$ cat config.mk
export PLATFORM = sky130hd
export DESIGN_NAME = wb_arbiter
export DESIGN_NICKNAME = d
export VERILOG_FILES = /design/src/rtl/wb_arbiter_pkg.sv /design/src/rtl/wb_fifo.sv /design/src/rtl/wb_arbiter.sv
export SDC_FILE = /design/constraint.sdc
export NUM_CORES = 1
export LEC_CHECK = 0
export BUFFER_PORTS_ARGS = -buffer_cell sky130_fd_sc_hd__buf_2
export CAP_MARGIN = 20
export CORE_AREA = 8 8 175 177
export DETAILED_ROUTE_END_ITERATION = 12
export DIE_AREA = 0 0 183 185
export PLACE_DENSITY = 0.56
export SYNTH_ARGS = -nofsm -noshare
export SYNTH_HDL_FRONTEND = slang
export SYNTH_HIERARCHICAL = 1
export SYNTH_SLANG_ARGS = --single-unit
export TNS_END_PERCENT = 1
$ cat constraint.sdc
create_clock -name clk -period 16.2 [get_ports clk]
set_clock_uncertainty 0.2 [all_clocks]
set_input_delay 3.24 -clock clk [delete_from_list [all_inputs] [get_ports clk]]
set_output_delay 3.24 -clock clk [all_outputs]
set_load 0.005 [all_outputs]
$ cat src/rtl/wb_arbiter_pkg.sv
// Shared write-back types and register-file geometry for the arbiter and its FIFO.
package wb_arbiter_pkg;

  localparam int unsigned REG_AW = 5;
  localparam int unsigned REG_DW = 32;

  localparam logic [REG_AW-1:0] REG_ZERO = '0;

  typedef struct packed {
    logic              valid;
    logic [REG_AW-1:0] rd;
    logic [REG_DW-1:0] data;
  } wb_entry_t;

endpackage

$ cat src/rtl/wb_fifo.sv
// Circular buffer of memory write-backs with per-entry valid bits and kill-by-address.
module wb_fifo
  import wb_arbiter_pkg::*;
#(
  parameter int unsigned DEPTH = 4,
  localparam int unsigned PW = $clog2(DEPTH),
  localparam int unsigned CW = $clog2(DEPTH) + 1
) (
  input  logic                          clk,
  input  logic                          reset,
  input  logic                          push,
  input  wb_entry_t                     push_entry,
  input  logic                          pop,
  input  logic                          kill,
  input  logic [REG_AW-1:0]             kill_rd,
  output wb_entry_t                     head,
  output logic [CW-1:0]                 count,
  output logic [DEPTH-1:0]              entry_valid,
  output logic [DEPTH-1:0][REG_AW-1:0]  entry_rd
);

  if (DEPTH < 2 || (DEPTH & (DEPTH - 1)) != 0) begin : g_depth_check
    $error("wb_fifo: DEPTH must be a power of two and at least 2");
  end

  wb_entry_t       mem [DEPTH];
  logic [PW-1:0]   head_ptr;
  logic [PW-1:0]   tail_ptr;

  // Kill first, then pop/push; push and pop never target the same occupied slot.
  always_ff @(posedge clk or posedge reset) begin
    if (reset) begin
      head_ptr <= '0;
      tail_ptr <= '0;
      count    <= '0;
      for (int i = 0; i < DEPTH; i++) begin
        mem[i] <= '0;
      end
    end else begin
      if (kill) begin
        for (int i = 0; i < DEPTH; i++) begin
          if (mem[i].rd == kill_rd) begin
            mem[i].valid <= 1'b0;
          end
        end
      end
      if (pop) begin
        mem[head_ptr].valid <= 1'b0;
        head_ptr            <= head_ptr + PW'(1);
      end
      if (push) begin
        mem[tail_ptr] <= push_entry;
        tail_ptr      <= tail_ptr + PW'(1);
      end
      case ({push, pop})
        2'b10:   count <= count + CW'(1);
        2'b01:   count <= count - CW'(1);
        default: count <= count;
      endcase
    end
  end

  always_comb begin
    head = mem[head_ptr];
    for (int i = 0; i < DEPTH; i++) begin
      entry_valid[i] = mem[i].valid;
      entry_rd[i]    = mem[i].rd;
    end
  end

endmodule

$ cat src/rtl/wb_arbiter.sv
// Register-file write-port arbiter: ALU has absolute priority, loads drain from a FIFO.
module wb_arbiter
  import wb_arbiter_pkg::*;
#(
  parameter int unsigned DEPTH = 4,
  parameter int unsigned AW    = REG_AW,
  parameter int unsigned DW    = REG_DW,
  localparam int unsigned CW   = $clog2(DEPTH) + 1
) (
  input  logic          clk,
  input  logic          reset,
  input  logic          alu_valid,
  input  logic [AW-1:0] alu_rd,
  input  logic [DW-1:0] alu_data,
  input  logic          mem_valid,
  output logic          mem_ready,
  input  logic [AW-1:0] mem_rd,
  input  logic [DW-1:0] mem_data,
  output logic [AW-1:0] write_address,
  output logic [DW-1:0] write_data,
  input  logic [AW-1:0] rs1_addr,
  input  logic [AW-1:0] rs2_addr,
  output logic          rs1_pending,
  output logic          rs2_pending,
  output logic [CW-1:0] fifo_count
);

  if (AW != REG_AW || DW != REG_DW) begin : g_width_check
    $error("wb_arbiter: AW/DW must match the register-file widths in wb_arbiter_pkg");
  end

  logic                         alu_wr;
  logic                         push;
  logic                         pop;
  wb_entry_t                    push_entry;
  wb_entry_t                    head;
  logic [DEPTH-1:0]             entry_valid;
  logic [DEPTH-1:0][REG_AW-1:0] entry_rd;

  assign mem_ready = (fifo_count != CW'(DEPTH));
  assign alu_wr    = alu_valid && (alu_rd != REG_ZERO);
  assign push      = mem_valid && mem_ready && (mem_rd != REG_ZERO);
  assign pop       = !alu_wr && (fifo_count != '0);

  // A load to the same rd as this cycle's ALU write is older in program order, so it lands dead.
  always_comb begin
    push_entry       = '0;
    push_entry.valid = !(alu_wr && (mem_rd == alu_rd));
    push_entry.rd    = mem_rd;
    push_entry.data  = mem_data;
  end

  wb_fifo #(
    .DEPTH(DEPTH)
  ) u_fifo (
    .clk        (clk),
    .reset      (reset),
    .push       (push),
    .push_entry (push_entry),
    .pop        (pop),
    .kill       (alu_wr),
    .kill_rd    (alu_rd),
    .head       (head),
    .count      (fifo_count),
    .entry_valid(entry_valid),
    .entry_rd   (entry_rd)
  );

  always_ff @(posedge clk or posedge reset) begin
    if (reset) begin
      write_address <= '0;
      write_data    <= '0;
    end else if (alu_wr) begin
      write_address <= alu_rd;
      write_data    <= alu_data;
    end else if (pop && head.valid) begin
      write_address <= head.rd;
      write_data    <= head.data;
    end else begin
      write_address <= '0;
      write_data    <= '0;
    end
  end

  // The write being driven now is still in flight until the end of this cycle.
  always_comb begin
    logic hit1;
    logic hit2;
    hit1 = (write_address == rs1_addr);
    hit2 = (write_address == rs2_addr);
    for (int i = 0; i < DEPTH; i++) begin
      if (entry_valid[i] && (entry_rd[i] == rs1_addr)) hit1 = 1'b1;
      if (entry_valid[i] && (entry_rd[i] == rs2_addr)) hit2 = 1'b1;
    end
    rs1_pending = (rs1_addr != REG_ZERO) && hit1;
    rs2_pending = (rs2_addr != REG_ZERO) && hit2;
  end

endmodule

==> flow_summary.toml <==
[job]
max-cap-violations = 0

[synthesis]
synthCells = 659
ys_seq_area_share_pct = 51.0
syn-num-nets = 757
synth_common_cells = "196 x dfrtp_1, 132 x mux2_2, 53 x xor2_1"
synth-edff-count = 0
synth_top_area_share_pct = 51.0
synth-async-reset-ratio_pct = 100
yosys.area.top_type = "dfrtp_1"
yosysMostFrequentCell = "dfrtp_1"
synth-seq-cells = 196
synth_area_leaders = "dfrtp_1 51%, mux2_2 15%, mux4_2 8.9%"
ys.warnings.count = 6
post_synth.cell_area_avg_sq_um = 14.6
synth-main-ff-cell = "dfrtp_1"
syn_area_sq_um = 9610
yosysUniqueCellTypes = 36

[global_routing]
first_global_vias = 6130
grt_usage_pct = 13.8
antenna_found_initial = 1
grt_pass1_wl_um = 36200
grt_max_degree = 96
gr-total-overflow = 0

[drt]
vias = 5615
dr.first_iter.drc_count = 222
drt-pass1-iter-count = 4
drcViolationCount = 0
vias_per_cell = 4.92
ant_nets = 0
routed_wl_um = 22700
avgRoutedWirePerCell_um = 19.9

[hold_path]
whs_path_depth = 1
hold_end = "u_fifo/mem[49]"
hold_start = "u_fifo/mem[49]"
hold_path.class = "flip-flop to flip-flop"

[layout]
layout.nets = 843
utilization_pct = 38.9
instances_no_fill = 1141
stdcell_area_sq_um = 10900
drive_gt1_share_pct = 48.2
antennaDiodeCount = 0
areaGrowthSynthToFinish_pct = 13.6

[setup_path]
reg2regPathDepth = 8
critPathLaunchType = "input pin"
r2r_end = "u_fifo/mem[133]"
reg2reg_from = "u_fifo/count[0]"
arrival_ns = 4.37
cp.required_ns = 12.76
crit_path_end_kind = "primary output"
worstSetupPathType = "input pin to primary output"
worst-r2r-setup-slack_ns = 13.55
crit_fanout = 6

[clock_network]
cts_hold_buffers = 0
clk_latency_ns = 0.42
ctsLongestPathBuffers = 2
post_cts_resized = 0
clock_sink_count = 196
cts_setup_buffers = 0
cts_buffers = 17
root_buffer = "clkbuf_16"
cts_tree = "done"
cts_max_level = 4
path_clk_slew_ns = 0.07

[timing]
fin_setup_tns_ns = 0
hold_ws_ns = 0.304
tightest_slew_ns = 0.958
finalWorstSetupSlack_ns = 8.39
finalHoldViolations = 0
max_freq_ghz = 0.128
min_period_over_period_pct = 48.2
finalSetupViolations = 0
finalMaxSlewViolations = 0
rsz0062_at_grt = "false"
maxSlewHeadroom_pct = 36.1
finalCriticalPeriod_ns = 7.81

[power]
ir_drop_v = 0.0000696
p_leak_nw = 4.87
power_density_nw_per_um2 = 196
finalPower_mw = 2.14

[place]
dpl_cell_area_sq_um = 10300
portBuffers = 130
dp_cells = 1110
place_ws_ns = 8.39
place_hpwl_um = 14400
globalplace.congestion = 0.825

[floorplan]
ios = 131
core_area_sq_um = 28100
die_h_um = 185
die_area_sq_um = 33900
dieWidth_um = 183
initial_core_util_pct = 34.2
fp-row-count = 62

[outcome]
status = "complete, no violations"
state kept, by name, summed over array words and instances (netlist names):
register and cells:
write_data 32, u_fifo/head_ptr 2, u_fifo/count 3, u_fifo/tail_ptr 2, u_fifo/entry_rd 20, u_fifo/entry_valid 4
write_address 5, u_fifo/mem 128
routing by layer:
layer / track usage [%] / share of wire [%]
met5: 0 / 0.057
met4: 4.03 / 1.1
met3: 2.84 / 4.3
met2: 23.1 / 49
met1: 17.9 / 45
layout make-up:
cell class              count  area [sq um]
clock buffers              17           425
multi-input cells         383          4170
repair buffers            137           703
well taps                 384           480
inverters                  10          42.5
clock inverters            14           188
fillers                  2716         17200
flip-flops and latches    196          4910
where the power goes:
group          internal (mW)  total, mW  switching (mW)
sequential             0.723      0.897           0.174
combinational          0.478      0.799           0.321
clock                  0.236      0.445           0.209
total                   1.44       2.14           0.704
cell usage in the layout (no fill, tap or decap), types with 5 or more instances in the layout:
cell type,instances
dfrtp_1,194
ha_1,9
and3_1,5
xor2_1,53
xnor2_1,27
inv_6,5
a22o_1,37
nand2_1,11
mux4_2,38
mux2_4,16
a31oi_1,6
buf_2,130
mux2_2,132
clkbuf_16,17
buf_4,7
nand3_1,6
inv_1,8
nor4_1,11
how the worst max path moves through the flow:
| stage | startpoint | end | slack [ns] | cells past startpoint |
|---|---|---|---|---|
| 6_report | rs1_addr[3] | rs1_pending | 8.39 | 7 |
| 3_3_place_gp | rs1_addr[2] | rs1_pending | 8.37 | 7 |
| 2_1_floorplan | reset | u_fifo/count[0] | 8.47 | 1 |
| 4_1_cts | rs1_addr[2] | rs1_pending | 8.38 | 7 |
| 3_5_place_dp | rs1_addr[2] | rs1_pending | 8.39 | 7 |
| 5_1_grt | rs1_addr[2] | rs1_pending | 8.29 | 7 |
cells by family (layout without fill, tap and decap cells):
family | after synthesis | in the layout | share of synthesized area, %
xor+xnor | 80 | 80 | 7.29
buf+inv | 80 | 178 | 5.68
mux | 187 | 187 | 27.0
flops | 196 | 196 | 51.0
compound gates | 55 | 55 | 4.66
fa+ha+maj | 10 | 10 | 1.38
simple gates | 51 | 51 | 2.98
worst max-delay path: stages:
cell	delay [ns]
buf_2	0.16
xor2_1	0.17
nor4_1	0.25
and3_1	0.18
a31oi_1	0.04
a21oi_1	0.18
buf_2	0.14
(Power assumes the default switching activity.)
